### src/rtl/sys_ctrl_pkg.sv
// sys_ctrl_pkg: shared definitions for the sys_ctrl command controller.
//   - Host command codes that open a frame in IDLE.
//   - FSM state encoding (12 states, 4 bits).
package sys_ctrl_pkg;

  localparam logic [7:0] CMD_RF_WR   = 8'hAA;  // addr, data
  localparam logic [7:0] CMD_RF_RD   = 8'hBB;  // addr
  localparam logic [7:0] CMD_ALU_OP  = 8'hCC;  // A, B, FUN
  localparam logic [7:0] CMD_ALU_NOP = 8'hDD;  // FUN

  typedef enum logic [3:0] {
    S_IDLE     = 4'd0,
    S_WR_ADDR  = 4'd1,
    S_WR_DATA  = 4'd2,
    S_RD_ADDR  = 4'd3,
    S_RD_WAIT  = 4'd4,
    S_RD_SEND  = 4'd5,
    S_ALU_A    = 4'd6,
    S_ALU_B    = 4'd7,
    S_ALU_FUN  = 4'd8,
    S_ALU_WAIT = 4'd9,
    S_SEND_LO  = 4'd10,
    S_SEND_HI  = 4'd11
  } state_e;

endpackage

### src/rtl/sys_ctrl.sv
// sys_ctrl: REF_CLK-domain command controller. Decodes RX byte frames,
// sequences register-file writes/reads and ALU operations, and pushes
// response bytes into the TX FIFO.
//
// Ports:
//   CLK, RST           clock, async active-low reset
//   RX_P_DATA/RX_D_VLD received byte and its one-cycle strobe
//   ALU_OUT/OUT_VALID  ALU result and its valid flag
//   RdData             RF read data, valid the cycle after RdEn
//   FULL               TX FIFO full
//   Address/WrEn/RdEn/WrData  RF access (strobes are one-cycle pulses)
//   ALU_FUN/CLK_GATE_EN       ALU function and clock-gate enable
//   WR_DATA/W_INC             TX FIFO write data and push strobe
// All outputs are registered.
module sys_ctrl
  import sys_ctrl_pkg::*;
#(
  parameter int DATA_WIDTH = 8,
  parameter int ADDR_WIDTH = 4,
  parameter int FUN_WIDTH  = 4,
  parameter int OPA_ADDR   = 0,
  parameter int OPB_ADDR   = 1
) (
  input  logic                    CLK,
  input  logic                    RST,
  input  logic [DATA_WIDTH-1:0]   RX_P_DATA,
  input  logic                    RX_D_VLD,
  input  logic [2*DATA_WIDTH-1:0] ALU_OUT,
  input  logic                    OUT_VALID,
  input  logic [DATA_WIDTH-1:0]   RdData,
  input  logic                    FULL,
  output logic [ADDR_WIDTH-1:0]   Address,
  output logic                    WrEn,
  output logic                    RdEn,
  output logic [DATA_WIDTH-1:0]   WrData,
  output logic [FUN_WIDTH-1:0]    ALU_FUN,
  output logic                    CLK_GATE_EN,
  output logic [DATA_WIDTH-1:0]   WR_DATA,
  output logic                    W_INC
);

  state_e                  state, state_nxt;
  logic [2*DATA_WIDTH-1:0] res, res_nxt;
  logic                    rd_fresh, rd_fresh_nxt;
  logic [ADDR_WIDTH-1:0]   addr_nxt;
  logic                    wr_en_nxt, rd_en_nxt, gate_nxt, w_inc_nxt;
  logic [DATA_WIDTH-1:0]   wr_data_nxt, fifo_data_nxt;
  logic [FUN_WIDTH-1:0]    fun_nxt;

  // Shared FIFO push request: any SEND state raises send_req with the byte
  // to push and the state to move to once the FIFO accepts it.
  logic                    send_req;
  logic [DATA_WIDTH-1:0]   send_byte;
  state_e                  send_next;

  always_comb begin
    state_nxt     = state;
    res_nxt       = res;
    rd_fresh_nxt  = 1'b0;
    addr_nxt      = Address;
    wr_en_nxt     = 1'b0;
    rd_en_nxt     = 1'b0;
    wr_data_nxt   = WrData;
    fun_nxt       = ALU_FUN;
    gate_nxt      = CLK_GATE_EN;
    fifo_data_nxt = WR_DATA;
    w_inc_nxt     = 1'b0;
    send_req      = 1'b0;
    send_byte     = res[DATA_WIDTH-1:0];
    send_next     = S_IDLE;

    case (state)
      S_IDLE: if (RX_D_VLD) begin
        case (RX_P_DATA)
          CMD_RF_WR:   state_nxt = S_WR_ADDR;
          CMD_RF_RD:   state_nxt = S_RD_ADDR;
          CMD_ALU_OP:  state_nxt = S_ALU_A;
          CMD_ALU_NOP: state_nxt = S_ALU_FUN;
          default:     state_nxt = S_IDLE;
        endcase
      end
      S_WR_ADDR: if (RX_D_VLD) begin
        addr_nxt  = RX_P_DATA[ADDR_WIDTH-1:0];
        state_nxt = S_WR_DATA;
      end
      S_WR_DATA: if (RX_D_VLD) begin
        wr_en_nxt   = 1'b1;
        wr_data_nxt = RX_P_DATA;
        state_nxt   = S_IDLE;
      end
      S_RD_ADDR: if (RX_D_VLD) begin
        rd_en_nxt = 1'b1;
        addr_nxt  = RX_P_DATA[ADDR_WIDTH-1:0];
        state_nxt = S_RD_WAIT;
      end
      S_RD_WAIT: begin
        rd_fresh_nxt = 1'b1;
        state_nxt    = S_RD_SEND;
      end
      // RdData is only valid on the first RD_SEND cycle: forward it directly
      // then, and keep a copy in res for any FULL stall that follows.
      S_RD_SEND: begin
        send_req  = 1'b1;
        send_next = S_IDLE;
        if (rd_fresh) begin
          send_byte                = RdData;
          res_nxt[DATA_WIDTH-1:0] = RdData;
        end
      end
      S_ALU_A: if (RX_D_VLD) begin
        wr_en_nxt   = 1'b1;
        addr_nxt    = ADDR_WIDTH'(OPA_ADDR);
        wr_data_nxt = RX_P_DATA;
        state_nxt   = S_ALU_B;
      end
      S_ALU_B: if (RX_D_VLD) begin
        wr_en_nxt   = 1'b1;
        addr_nxt    = ADDR_WIDTH'(OPB_ADDR);
        wr_data_nxt = RX_P_DATA;
        state_nxt   = S_ALU_FUN;
      end
      S_ALU_FUN: if (RX_D_VLD) begin
        fun_nxt   = RX_P_DATA[FUN_WIDTH-1:0];
        gate_nxt  = 1'b1;
        state_nxt = S_ALU_WAIT;
      end
      // OUT_VALID is honoured from the very first gated cycle.
      S_ALU_WAIT: if (OUT_VALID) begin
        res_nxt   = ALU_OUT;
        gate_nxt  = 1'b0;
        state_nxt = S_SEND_LO;
      end
      S_SEND_LO: begin
        send_req  = 1'b1;
        send_byte = res[DATA_WIDTH-1:0];
        send_next = S_SEND_HI;
      end
      S_SEND_HI: begin
        send_req  = 1'b1;
        send_byte = res[2*DATA_WIDTH-1:DATA_WIDTH];
        send_next = S_IDLE;
      end
      default: state_nxt = S_IDLE;
    endcase

    // While FULL, the state holds and WR_DATA keeps its previous value.
    if (send_req && !FULL) begin
      w_inc_nxt     = 1'b1;
      fifo_data_nxt = send_byte;
      state_nxt     = send_next;
    end
  end

  always_ff @(posedge CLK or negedge RST) begin
    if (!RST) begin
      state       <= S_IDLE;
      res         <= '0;
      rd_fresh    <= 1'b0;
      Address     <= '0;
      WrEn        <= 1'b0;
      RdEn        <= 1'b0;
      WrData      <= '0;
      ALU_FUN     <= '0;
      CLK_GATE_EN <= 1'b0;
      WR_DATA     <= '0;
      W_INC       <= 1'b0;
    end else begin
      state       <= state_nxt;
      res         <= res_nxt;
      rd_fresh    <= rd_fresh_nxt;
      Address     <= addr_nxt;
      WrEn        <= wr_en_nxt;
      RdEn        <= rd_en_nxt;
      WrData      <= wr_data_nxt;
      ALU_FUN     <= fun_nxt;
      CLK_GATE_EN <= gate_nxt;
      WR_DATA     <= fifo_data_nxt;
      W_INC       <= w_inc_nxt;
    end
  end

endmodule

### config.mk
export PLATFORM = sky130hd
export DESIGN_NAME = sys_ctrl
export DESIGN_NICKNAME = d
export VERILOG_FILES = /design/src/rtl/sys_ctrl_pkg.sv /design/src/rtl/sys_ctrl.sv
export SDC_FILE = /design/constraint.sdc
export NUM_CORES = 1
export LEC_CHECK = 0
export ABC_AREA = 1
export CAP_MARGIN = 20
export CORE_MARGIN = 2
export CORE_UTILIZATION = 25
export CTS_BUF_LIST = sky130_fd_sc_hd__clkbuf_8
export DETAILED_ROUTE_END_ITERATION = 8
export PLACE_DENSITY = 0.59
export SYNTH_ARGS = -nofsm -noshare
export SYNTH_HDL_FRONTEND = slang
export SYNTH_SLANG_ARGS = --single-unit
### constraint.sdc
create_clock -name CLK -period 1.86 [get_ports CLK]
set_input_delay 0.372 -clock CLK [delete_from_list [all_inputs] [get_ports CLK]]
set_output_delay 0.372 -clock CLK [all_outputs]
set_load 0.005 [all_outputs]
==> flow_summary.rst <==
.. list-table::
   :header-rows: 1

   * - Metric
     - Value
   * - Highest routed metal layer
     - met4
   * - Maximum fanout count along the critical path
     - 11
   * - Cell Rows
     - 36
   * - Relative slew margins
     - 0.7317
   * - Unrepaired setup endpoints after global routing
     - no
   * - Final setup fails
     - 0
   * - Placed insts
     - 517
   * - Largest stage delay on the critical path
     - 0.45 ns
   * - Number of buffers and inverters on the critical path
     - 2
   * - Inserted Clock Buffers
     - 5
   * - Maximum level of the CTS H-tree
     - 2
   * - Core footprint
     - 9729 um^2
   * - Area of the multi-input gates
     - 1096 um^2
   * - Root Buffer
     - clkbuf_8
   * - Number of different library cells in the post-synthesis netlist
     - 28
   * - Filler Cells Inserted
     - 1050
   * - Worst Setup End Kind
     - flip-flop
   * - Via density per instance
     - 4.339
   * - Chip Height
     - 103.7 um
   * - Final nets
     - 428
   * - Largest net degree at the start of global routing
     - 50
   * - Period minus WS final
     - 1.614 ns
   * - Maximum VDD drop
     - 457.9 uV
   * - Cell family with the largest share of critical-path delay
     - simple AND/OR/NAND/NOR gates
   * - Number of DRC markers after the initial detailed-route iteration
     - 74
   * - Clock transition at the registers of the reported paths
     - 0.09 ns
   * - Wire length of the first global-routing pass
     - 10750 um
   * - Max-slew violations
     - 0
   * - Setup CP Type
     - flip-flop to flip-flop
   * - Worst hold-check path type
     - input port to asynchronous set/reset pin
   * - Final cell count without fillers
     - 525
   * - Fraction of layout instances using a drive strength above 1
     - 0.07398
   * - First-pass detailed-route iteration total
     - 4
   * - Hold slack
     - 0.04034 ns
   * - Destination of the worst register-to-register timing path
     - WR_DATA[2]$_DFFE_PN0P_
   * - Count of maximum capacitance violations
     - 0
   * - Register area share after synthesis
     - 0.4930
   * - Cells on worst reg2reg path
     - 8
   * - Run status
     - complete, no violations
   * - Routed wire length on met2
     - 3022 um
   * - Leakage power
     - 1.608 nW
   * - Clock latency reported for the late side of the worst-skew pair
     - 0.30 ns
   * - Synthesized instance count
     - 324
   * - Fin crit share
     - 0.8678
   * - Cell mode on critical path
     - nand2_1
   * - Via count of the first global-routing pass
     - 2276
   * - Final Routed Wirelength
     - 6405 um
   * - Resized Gates After CTS
     - 0
   * - Antenna cell count
     - 0
   * - Data required, critical path
     - 2.10 ns
   * - Antenna Nets Post-Route
     - 0
   * - Slew at the pin closest to its max-slew limit
     - 0.4025 ns
   * - Synth warnings
     - 0
   * - Area added between synthesis and finish
     - 34.76%
   * - Detailed-routed wire length on met3
     - 370 um
   * - Synthesized area per cell
     - 7.677 um^2
   * - Area of the mapped netlist
     - 2487 um^2
   * - Placer Congestion
     - 0.8729
   * - DP Wirelength
     - 4917 um
   * - Number of buffers added on ports
     - 64
   * - WL/cell
     - 12.20 um
   * - Die area
     - 10760 um^2
   * - Detailed-routing wirelength on met1
     - 2991 um
   * - Post-CTS Setup Bufs
     - 0
   * - Peak Freq
     - 0.6196 GHz
   * - Data arrival, critical path
     - 1.86 ns
   * - Count of hold buffers inserted by post-cts repair
     - 0
   * - Seq. cell area
     - 1226 um^2
   * - Synthesized Nets
     - 361
   * - Cell-by-cell trace of the critical path
     - inv_2 > nor2_4 > nand2_1 > nand3_2 > nand2_1 > inv_2 > nand2_1 > nand2_1
   * - CTS tree
     - yes
   * - Setup tns final
     - 0 ns
   * - Largest area contributor in the synthesized netlist
     - dfrtp_1
   * - Number of top-level pins
     - 65
   * - DRC errors left
     - 0
   * - Count of endpoints failing hold in the final timing report
     - 0
   * - Clock tree skew after final layout
     - 0.004049 ns
   * - Register-to-register setup slack
     - 0.25 ns
   * - CTS max path bufs
     - 2
   * - Share of the synthesized area in the top cell type
     - 0.4930
   * - Startpoint Class
     - flip-flop
   * - Die Wd
     - 103.7 um
   * - Cell type of the slowest stage on the worst timing path
     - dfrtp_1
   * - Number of sinks on the clock net
     - 49
   * - Pwr dens
     - 1305 nW/um^2
   * - Overflow left after global routing
     - 0
   * - Biggest area contributors in the synthesized netlist
     - dfrtp_1, nand2_1, o21ai_0
   * - Overall fraction of global-route tracks in use
     - 0.1203
   * - Starting density of the core
     - 0.2557
   * - Vias after detailed routing
     - 2278
   * - Antenna violations before repair
     - 0
   * - Flops & latches, synth
     - 49
   * - Reg-to-reg critical path startpoint
     - state[3]$_DFFE_PN0P_
## power by group
part | switching (W) | total, W | internal (W)
clock network | 0.000370 | 0.000631 | 0.000260
registers | 0.000380 | 0.00190 | 0.00152
logic | 0.000918 | 0.00185 | 0.000929
total | 0.00167 | 0.00438 | 0.00271
## logic make-up after synthesis
logic type	count (synthesis)	share of synthesized area
compound gates	41	0.09557
buf+inv	35	0.06640
flops	49	0.4930
simple gates	199	0.3451
## stage by stage
stage	setup WS, ns	instance area [um^2]	util	power, W
detailed placement	0.1753	3264	0.3355	0.003778
global placement	0.1984	3264	0.3355	0.003745
global route	0.04659	3352	0.3445	0.004763
finish	0.2459	3352	0.3445	0.004376
floorplan	0.5256	2487	-	0.002878
CTS	0.2381	3352	0.3445	0.004423
## synthesized netlist by cell type
library cell	n
a31oi_2	2
inv_2	4
or2_2	1
nand2_1	141
a21oi_1	4
nand3_2	2
clkbuf_1	1
o21ai_1	2
inv_1	24
dfrtp_1	49
nand2_8	2
o21ai_0	23
nor2_4	2
inv_8	1
nand3b_1	2
a211oi_1	1
buf_12	1
buf_6	1
nand2_4	1
clkinv_1	1
or2_1	1
o31ai_1	3
buf_2	2
nor2_1	27
nand3_1	15
a31oi_1	6
nand2_2	1
nor2_2	4
## flip-flops by register name, indices dropped and copies added, names as in the netlist, 4 cells and up
register,cells
Address,4
state,4
ALU_FUN,4
WR_DATA,8
WrData,8
res,16
## layout make-up
cell class | count | share of cell area
Clock inverter | 3 | 0.005599
Inverter | 30 | 0.03583
Multi-Input combinational cell | 240 | 0.3270
Sequential cell | 49 | 0.3658
Tap cell | 133 | 0.04965
Clock buffer | 5 | 0.02053
Timing Repair Buffer | 65 | 0.1956
## placed cells by master, fill, tap and decap left out, drive strengths merged
cell type | netlist | routed
o31ai | 3 | 3
nand3 | 17 | 17
clkinvlp | 0 | 2
o21ai | 25 | 25
dfrtp | 49 | 49
a21oi | 4 | 4
clkinv | 1 | 1
a31oi | 8 | 8
nand2 | 145 | 145
clkdlybuf4s50 | 0 | 63
nand3b | 2 | 2
a211oi | 1 | 1
nor2 | 33 | 33
clkbuf | 1 | 5
inv | 29 | 30
or2 | 2 | 2
buf | 4 | 2
## layer usage
layer	GRT usage	vias to the layer above
li1	-	1150
met1	0.1535	1063
met3	0.03272	4
met5	0	-
met4	0.02027	0
met2	0.2072	61
## worst max path at each step
| stage | depth (start not counted) | slack (ns) | endpoint | startpoint |
|---|---|---|---|---|
| 3_3_place_gp | 7 | 0.20 | state[0]$_DFFE_PN0P_ | RX_P_DATA[0] |
| 2_1_floorplan | 9 | 0.53 | res[5]$_DFFE_PN0P_ | state[1]$_DFFE_PN0P_ |
| 6_report | 8 | 0.25 | WR_DATA[2]$_DFFE_PN0P_ | state[3]$_DFFE_PN0P_ |
| 3_5_place_dp | 7 | 0.18 | state[0]$_DFFE_PN0P_ | RX_P_DATA[1] |
| 5_1_grt | 8 | 0.05 | WR_DATA[4]$_DFFE_PN0P_ | state[3]$_DFFE_PN0P_ |
| 4_1_cts | 8 | 0.24 | WR_DATA[7]$_DFFE_PN0P_ | state[3]$_DFFE_PN0P_ |
(Power assumes the default switching activity.)
